`config.mk`:
```
export PLATFORM = sky130hd
export DESIGN_NAME = ov7670_config_sequencer
export DESIGN_NICKNAME = d
export VERILOG_FILES = /design/src/rtl/ov7670_config_sequencer.sv
export SDC_FILE = /design/constraint.sdc
export NUM_CORES = 1
export LEC_CHECK = 0
export CAP_MARGIN = 10
export CORE_MARGIN = 10
export CORE_UTILIZATION = 50
export DETAILED_ROUTE_END_ITERATION = 8
export PLACE_DENSITY = 0.77
export REMOVE_ABC_BUFFERS = 1
export SETUP_SLACK_MARGIN = 0.1
export SLEW_MARGIN = 20
export SYNTH_ARGS = -nofsm -noshare
export SYNTH_HDL_FRONTEND = slang
export SYNTH_SLANG_ARGS = --single-unit
export TNS_END_PERCENT = 10
```
`constraint.sdc`:
```
create_clock -name i_clk -period 2.6 [get_ports i_clk]
set_input_delay 0.52 -clock i_clk [delete_from_list [all_inputs] [get_ports i_clk]]
set_output_delay 0.52 -clock i_clk [all_outputs]
set_load 0.05 [all_outputs]
```
`src/rtl/ov7670_config_sequencer.sv`:
```
// Walks a {reg,value} table and issues one start/write/stop SCCB transaction per entry.
// Handles END/DELAY markers; a per-transaction watchdog aborts the run if the master stalls.
module ov7670_config_sequencer #(
  parameter int ROM_AW         = 8,
  parameter int DELAY_CYCLES   = 1_000_000,
  parameter int TIMEOUT_CYCLES = 200_000
) (
  input  logic              i_clk,
  input  logic              i_rst,
  input  logic              i_go,
  output logic [ROM_AW-1:0] o_rom_addr,
  input  logic [15:0]       i_rom_data,
  output logic              o_start,
  output logic              o_write,
  output logic              o_stop,
  output logic [7:0]        o_addr,
  output logic [7:0]        o_din,
  input  logic              i_ready,
  input  logic              i_done,
  output logic              o_busy,
  output logic              o_config_done,
  output logic              o_error,
  output logic [ROM_AW:0]   o_count
);

  localparam int CW = ROM_AW + 1;
  localparam int DW = $clog2(DELAY_CYCLES + 1);
  localparam int WW = $clog2(TIMEOUT_CYCLES + 1);

  typedef enum logic [2:0] {
    S_IDLE, S_FETCH, S_DECODE, S_ISSUE, S_XFER, S_STOPW, S_DELAY, S_FINISH
  } state_t;

  state_t            state_q, state_d;
  logic [ROM_AW-1:0] rom_addr_q, rom_addr_d;
  logic [CW-1:0]     count_q, count_d;
  logic [7:0]        addr_q, addr_d, din_q, din_d;
  logic              write_q, write_d, stop_q, stop_d;
  logic              busy_q, busy_d, cfg_done_q, cfg_done_d, error_q, error_d;
  logic              go_pend_q, go_pend_d;
  logic [1:0]        tick_q, tick_d;
  logic [WW-1:0]     wd_q, wd_d;
  logic [DW-1:0]     dly_q, dly_d;

  logic is_end, is_delay, last_entry, start_fire, third_done, wd_run, wd_expire, go_req;

  assign is_end     = (i_rom_data == 16'hFFFF);
  assign is_delay   = (i_rom_data == 16'hFFF0);
  assign last_entry = &rom_addr_q;
  assign start_fire = (state_q == S_ISSUE) && i_ready;
  assign third_done = (state_q == S_XFER) && i_done && (tick_q == 2'd2);
  assign wd_run     = (state_q == S_XFER) || (state_q == S_STOPW);
  // wd_q holds cycles elapsed since o_start / the last i_done; a same-cycle i_done wins
  assign wd_expire  = wd_run && !i_done && (wd_q == WW'(TIMEOUT_CYCLES - 1));
  assign go_req     = i_go || go_pend_q;

  always_ff @(posedge i_clk or posedge i_rst) begin
    if (i_rst) begin
      state_q    <= S_IDLE;
      rom_addr_q <= '0;
      count_q    <= '0;
      addr_q     <= '0;
      din_q      <= '0;
      write_q    <= 1'b0;
      stop_q     <= 1'b0;
      busy_q     <= 1'b0;
      cfg_done_q <= 1'b0;
      error_q    <= 1'b0;
      go_pend_q  <= 1'b0;
      tick_q     <= '0;
      wd_q       <= '0;
      dly_q      <= '0;
    end else begin
      state_q    <= state_d;
      rom_addr_q <= rom_addr_d;
      count_q    <= count_d;
      addr_q     <= addr_d;
      din_q      <= din_d;
      write_q    <= write_d;
      stop_q     <= stop_d;
      busy_q     <= busy_d;
      cfg_done_q <= cfg_done_d;
      error_q    <= error_d;
      go_pend_q  <= go_pend_d;
      tick_q     <= tick_d;
      wd_q       <= wd_d;
      dly_q      <= dly_d;
    end
  end

  always_comb begin
    state_d = state_q;
    unique case (state_q)
      S_IDLE:   if (go_req) state_d = S_FETCH;
      S_FETCH:  state_d = S_DECODE;
      S_DECODE: begin
        if (is_end)        state_d = S_FINISH;
        else if (is_delay) state_d = S_DELAY;
        else               state_d = S_ISSUE;
      end
      S_ISSUE:  if (i_ready) state_d = S_XFER;
      S_XFER: begin
        if (third_done)     state_d = S_STOPW;
        else if (wd_expire) state_d = S_IDLE;
      end
      S_STOPW: begin
        if (i_ready)        state_d = last_entry ? S_FINISH : S_FETCH;
        else if (wd_expire) state_d = S_IDLE;
      end
      S_DELAY:  if (dly_q == '0) state_d = last_entry ? S_FINISH : S_FETCH;
      S_FINISH: state_d = S_IDLE;
      default:  state_d = S_IDLE;
    endcase
  end

  always_comb begin
    rom_addr_d = rom_addr_q;
    count_d    = count_q;
    addr_d     = addr_q;
    din_d      = din_q;
    write_d    = write_q;
    stop_d     = stop_q;
    busy_d     = busy_q;
    cfg_done_d = cfg_done_q;
    error_d    = error_q;
    go_pend_d  = 1'b0;
    tick_d     = tick_q;
    wd_d       = wd_q;
    dly_d      = dly_q;
    unique case (state_q)
      S_IDLE: begin
        if (go_req) begin
          rom_addr_d = '0;
          count_d    = '0;
          cfg_done_d = 1'b0;
          error_d    = 1'b0;
          busy_d     = 1'b1;
        end
      end
      S_DECODE: begin
        if (is_delay) begin
          dly_d = DW'(DELAY_CYCLES - 1);
        end else if (!is_end) begin
          addr_d = i_rom_data[15:8];
          din_d  = i_rom_data[7:0];
        end
      end
      S_ISSUE: begin
        if (i_ready) begin
          write_d = 1'b1;
          tick_d  = '0;
          wd_d    = WW'(1);
        end
      end
      S_XFER: begin
        if (i_done) begin
          tick_d = tick_q + 2'd1;
          wd_d   = WW'(1);
        end else begin
          wd_d = wd_q + WW'(1);
        end
        if (third_done) begin
          write_d = 1'b0;
          stop_d  = 1'b1;
        end else if (wd_expire) begin
          write_d = 1'b0;
          stop_d  = 1'b0;
          error_d = 1'b1;
          busy_d  = 1'b0;
        end
      end
      S_STOPW: begin
        wd_d = wd_q + WW'(1);
        if (i_ready) begin
          stop_d  = 1'b0;
          count_d = count_q + CW'(1);
          if (!last_entry) rom_addr_d = rom_addr_q + ROM_AW'(1);
        end else if (wd_expire) begin
          write_d = 1'b0;
          stop_d  = 1'b0;
          error_d = 1'b1;
          busy_d  = 1'b0;
        end
      end
      S_DELAY: begin
        if (dly_q == '0) begin
          if (!last_entry) rom_addr_d = rom_addr_q + ROM_AW'(1);
        end else begin
          dly_d = dly_q - DW'(1);
        end
      end
      S_FINISH: begin
        cfg_done_d = 1'b1;
        busy_d     = 1'b0;
        go_pend_d  = i_go;
      end
      default: ;
    endcase
  end

  // o_start is Mealy on i_ready so the write begins the same cycle the master is seen idle
  assign o_start       = start_fire;
  assign o_write       = write_q | start_fire;
  assign o_stop        = stop_q;
  assign o_addr        = addr_q;
  assign o_din         = din_q;
  assign o_rom_addr    = rom_addr_q;
  assign o_busy        = busy_q;
  assign o_config_done = cfg_done_q;
  assign o_error       = error_q;
  assign o_count       = count_q;

endmodule

```
==> summary.md <==
| Metric | Value |
|---|---|
| Diodes inserted | 0 |
| Peak supply drop | 841 uV |
| Final core utilization | 64.5% |
| Worst Tran Pin Value | 751 ps |
| DR vias | 3597 |
| Worst EP required | 2080 ps |
| Status | finished, final reports clean |
| Power Internal | 0.00297 W |
| Placed cells | between 600 and 700 |
| Port Buffer Count | 59 |
| Hold_ws | ~460 ps |
| Die Width | 113 um |
| Clock power share | 19.5% |
| Normalized max-slew margin | 49.8% |
| Post-synth top area share | 47.6% |
| Starting DRT DRC Count | 179 |
| Total GRT Usage | 15.9% |
| CP Buf/Inv Count | 3 |
| Crit path kind | reg2out |
| Ys Warns | 0 |
| Fmax | 424 MHz |
| CP endpoint kind | output port |
| # setup viols final | 0 |
| Num ports | 60 |
| Syn_area_per_cell | just under 10 um^2 |
| Worst Setup Start Kind | register |
| CP dominant cell by count | buf_4 |
| Number of setup buffers added after CTS | 0 |
| Net Switching | 0.00210 W |
| Fin area | ~0.0054 mm^2 |
| Max-cap violation count | 0 |
| CTS Buf Count | 9 |
| DR DRC count | 0 |
| Starting Density | 51.9% |
| Seq pwr share | ~36% |
| Cells after Synth | ~450 |
| Final std cells w/o fill | 630 |
| Post-synthesis cell type count | 60 |
| Initial antenna violation count | 0 |
| Die Area | 0.0127 mm^2 |
| Post-Route WL | 9960 um |
| Switching Fraction | 41.4% |
| Final hold violation count | 0 |
| Routed Antenna Nets | 0 |
| Layout cells sized above 1 | approximately an eighth |
| HPWL Detailed | between 7000 and 8000 um |
| Worst Hold Class | in2async |
| Worst-path cell chain | buf_4 > nand4b_1 > buf_4 > nand2b_1 > buf_12 |
| Wire per inst | 15.8 um |
| Synth area leader | dfrtp_1 |
| Clock root cell | clkbuf_8 |
| Flops & latches, synth | 82 |
| DR vias/cell | approximately 5.7 |
| Drt pass-1 iters | 4 |
| Worst-path fanout max | 13 |
| Max-slew violations | 0 |
| Vias in the first global route | 3599 |
| First-pass GRT wire length | 17300 um |
| Clock Latency Late Sink | 350 ps |
| CTS tree | built |
| Final RePlAce weighted congestion | 0.893 |
| H-tree levels | 3 |
| WP data arrival | 1840 ps |
| Post-CTS Resized | 0 |
| P&R area growth vs syn | 24.3% |
| Row cnt | 33 |
| Placed instance area | 0.00514 mm^2 |
| Slowest CP cell | dfrtp_1 |
| Final period utilization | roughly nine tenths |
| PwrDens | about 950 mW/mm^2 |
| Core area | 0.00830 mm^2 |
| Worst Skew | about 8.2 ps |
| RSZ-0062 raised after global routing | no |
| CTS Hold Buffers Added | 0 |
| Final #Nets | 548 |
| CTS Buffer Depth | 2 |
| CTS Sinks | 82 |
| CP delay by family, top | buffers and inverters |
| Ys async rst share | 100% |
| Worst path max stage delay | 570 ps |
| Combinational Power Share | 44.9% |
| Dominant register cell in the synthesized netlist | dfrtp_1 |
| Period minus WS final | 2360 ps |
| Overflow after GRT | 0 |
| Reg clk slew, reported paths | 80 ps |
| Die Span Y | 113 um |
| Static leakage | 2.07 nW |
| Most area-consuming cells after synthesis | dfrtp_1 48%, nand2_1 4.4%, mux2_2 4.2% |
| Seq/Total Area, Yosys | 47.6% |
| Mapped Area | 0.00431 mm^2 |
| Pin count of the biggest net entering global routing | 34 |
| Number of flops mapped to enable cells by yosys | 0 |
-- cells by family (layout without fill, tap and decap cells) --
family / Yosys count / in the layout / share of synthesized area [%]
AND/OR/NAND/NOR: 198 / 198 / 24.0
adder cells (fa/ha/maj): 6 / 6 / 1.74
AO/OA/AOI/OAI: 88 / 88 / 13.5
flip-flops: 82 / 82 / 47.6
buffers and inverters: 26 / 104 / 2.61
multiplexers: 17 / 17 / 4.41
XOR/XNOR: 30 / 30 / 6.10
-- metrics by stage --
step	TNS (ps)	setup slack (ps)	power, W
floorplan	-2330	-28.4	0.00329
global placement	-1110	-71.4	0.00405
detailed placement	-1900	-130	0.00410
CTS	0	160	0.00510
global route	0	132	0.00536
finish	0	241	0.00507
-- power by group through the flow --
stage	registers [W]	clock network [W]	logic (W)
CTS	0.00180	0.00101	0.00229
finish	0.00180	0.000990	0.00227
global route	0.00185	0.00106	0.00245
global placement	0.00181	0	0.00225
detailed placement	0.00182	0	0.00228
floorplan	0.00243	0	0.000859
-- path summary, 6_finish.rpt --
| kind | slack, ps | end | from | cells after the start |
|---|---|---|---|---|
| worst min register to register | 500 | o_stop | o_stop | 1 |
| worst min-delay path | 460 | o_addr[2] | i_rst | 2 |
| min in group i_clk | 500 | o_stop | o_stop | 1 |
| worst max register to register | 350 | o_rom_addr[4] | dly_q[16] | 5 |
| worst max-delay path | 240 | o_write | state_q[1] | 5 |
| max in group asynchronous | 1570 | o_rom_addr[4] | i_rst | 3 |
-- layer usage --
| layer | up-vias | wire length (um) | global-route usage [%] |
|---|---|---|---|
| li1 | 1770 | - | - |
| met5 | - | 0 | 0 |
| met2 | 79 | 4670 | 25.2 |
| met1 | 1736 | 4620 | 20.4 |
| met4 | 0 | 129 | 3.89 |
| met3 | 12 | 536 | 5.34 |
-- placed cells by master (no fill, tap or decap), types with 3 or more instances in the layout --
cell type,n
o31ai_1,3
xor2_1,20
or4_1,7
a31oi_1,4
and2_1,3
nand3b_1,3
nor2_1,42
a22o_1,5
nor3_1,13
or3_1,5
o211ai_1,4
clkdlybuf4s50_1,57
nor2b_1,3
and4_1,3
mux2_2,16
o21ai_1,3
and3_1,6
nand2_1,51
a21boi_0,4
buf_4,19
inv_1,9
o21ai_0,23
buf_12,3
dfrtp_1,81
xnor2_1,10
nand3_1,20
a21oi_1,18
ha_1,6
nor4_1,8
a211oi_1,5
nand2b_1,6
clkbuf_8,9
nand4_1,12
-- cells in the mapped netlist, types with 3 or more instances --
| library cell | n |
|---|---|
| xor2_1 | 20 |
| nand3_1 | 20 |
| o31ai_1 | 3 |
| nor3_1 | 13 |
| a21oi_1 | 18 |
| nor2b_1 | 3 |
| clkbuf_1 | 9 |
| and2_1 | 3 |
| o21ai_0 | 23 |
| inv_1 | 10 |
| nand3b_1 | 3 |
| xnor2_1 | 10 |
| and4_1 | 3 |
| nor2_1 | 42 |
| nand2_1 | 51 |
| ha_1 | 6 |
| nand4_1 | 12 |
| or4_1 | 7 |
| mux2_2 | 16 |
| buf_2 | 6 |
| nor4_1 | 8 |
| a22o_1 | 5 |
| a21boi_0 | 4 |
| nand2b_1 | 6 |
| or3_1 | 5 |
| a211oi_1 | 5 |
| dfrtp_1 | 82 |
| and3_1 | 6 |
| o21ai_1 | 3 |
| o211ai_1 | 4 |
| a31oi_1 | 4 |
-- flip-flops by register name, summed over array words and instances (netlist names) --
register and cells:
dly_q 20, go_pend_q 1, o_addr 8, o_busy 1, o_config_done 1, o_count 9, o_din 8, o_error 1
o_rom_addr 8, o_stop 1, state_q 3, tick_q 2, wd_q 18, write_q 1
-- final cells by class --
class	instances	area [um^2]
inverter	10	38.8
tap	105	131
timing repair buffer	79	773
clock inverter	5	80.1
sequential	82	2050
clock buffer	10	128
multi-input combinational	339	2150
fill	659	2940
-- worst reg2reg max path: cells and delay by family, from the launching register on --
| kind | cells | cell delay (ps) |
|---|---|---|
| flops | 1 | 450 |
| compound gates | 2 | 410 |
| simple gates | 3 | 1330 |
No activity file was read; power rests on OpenSTA's default activity.
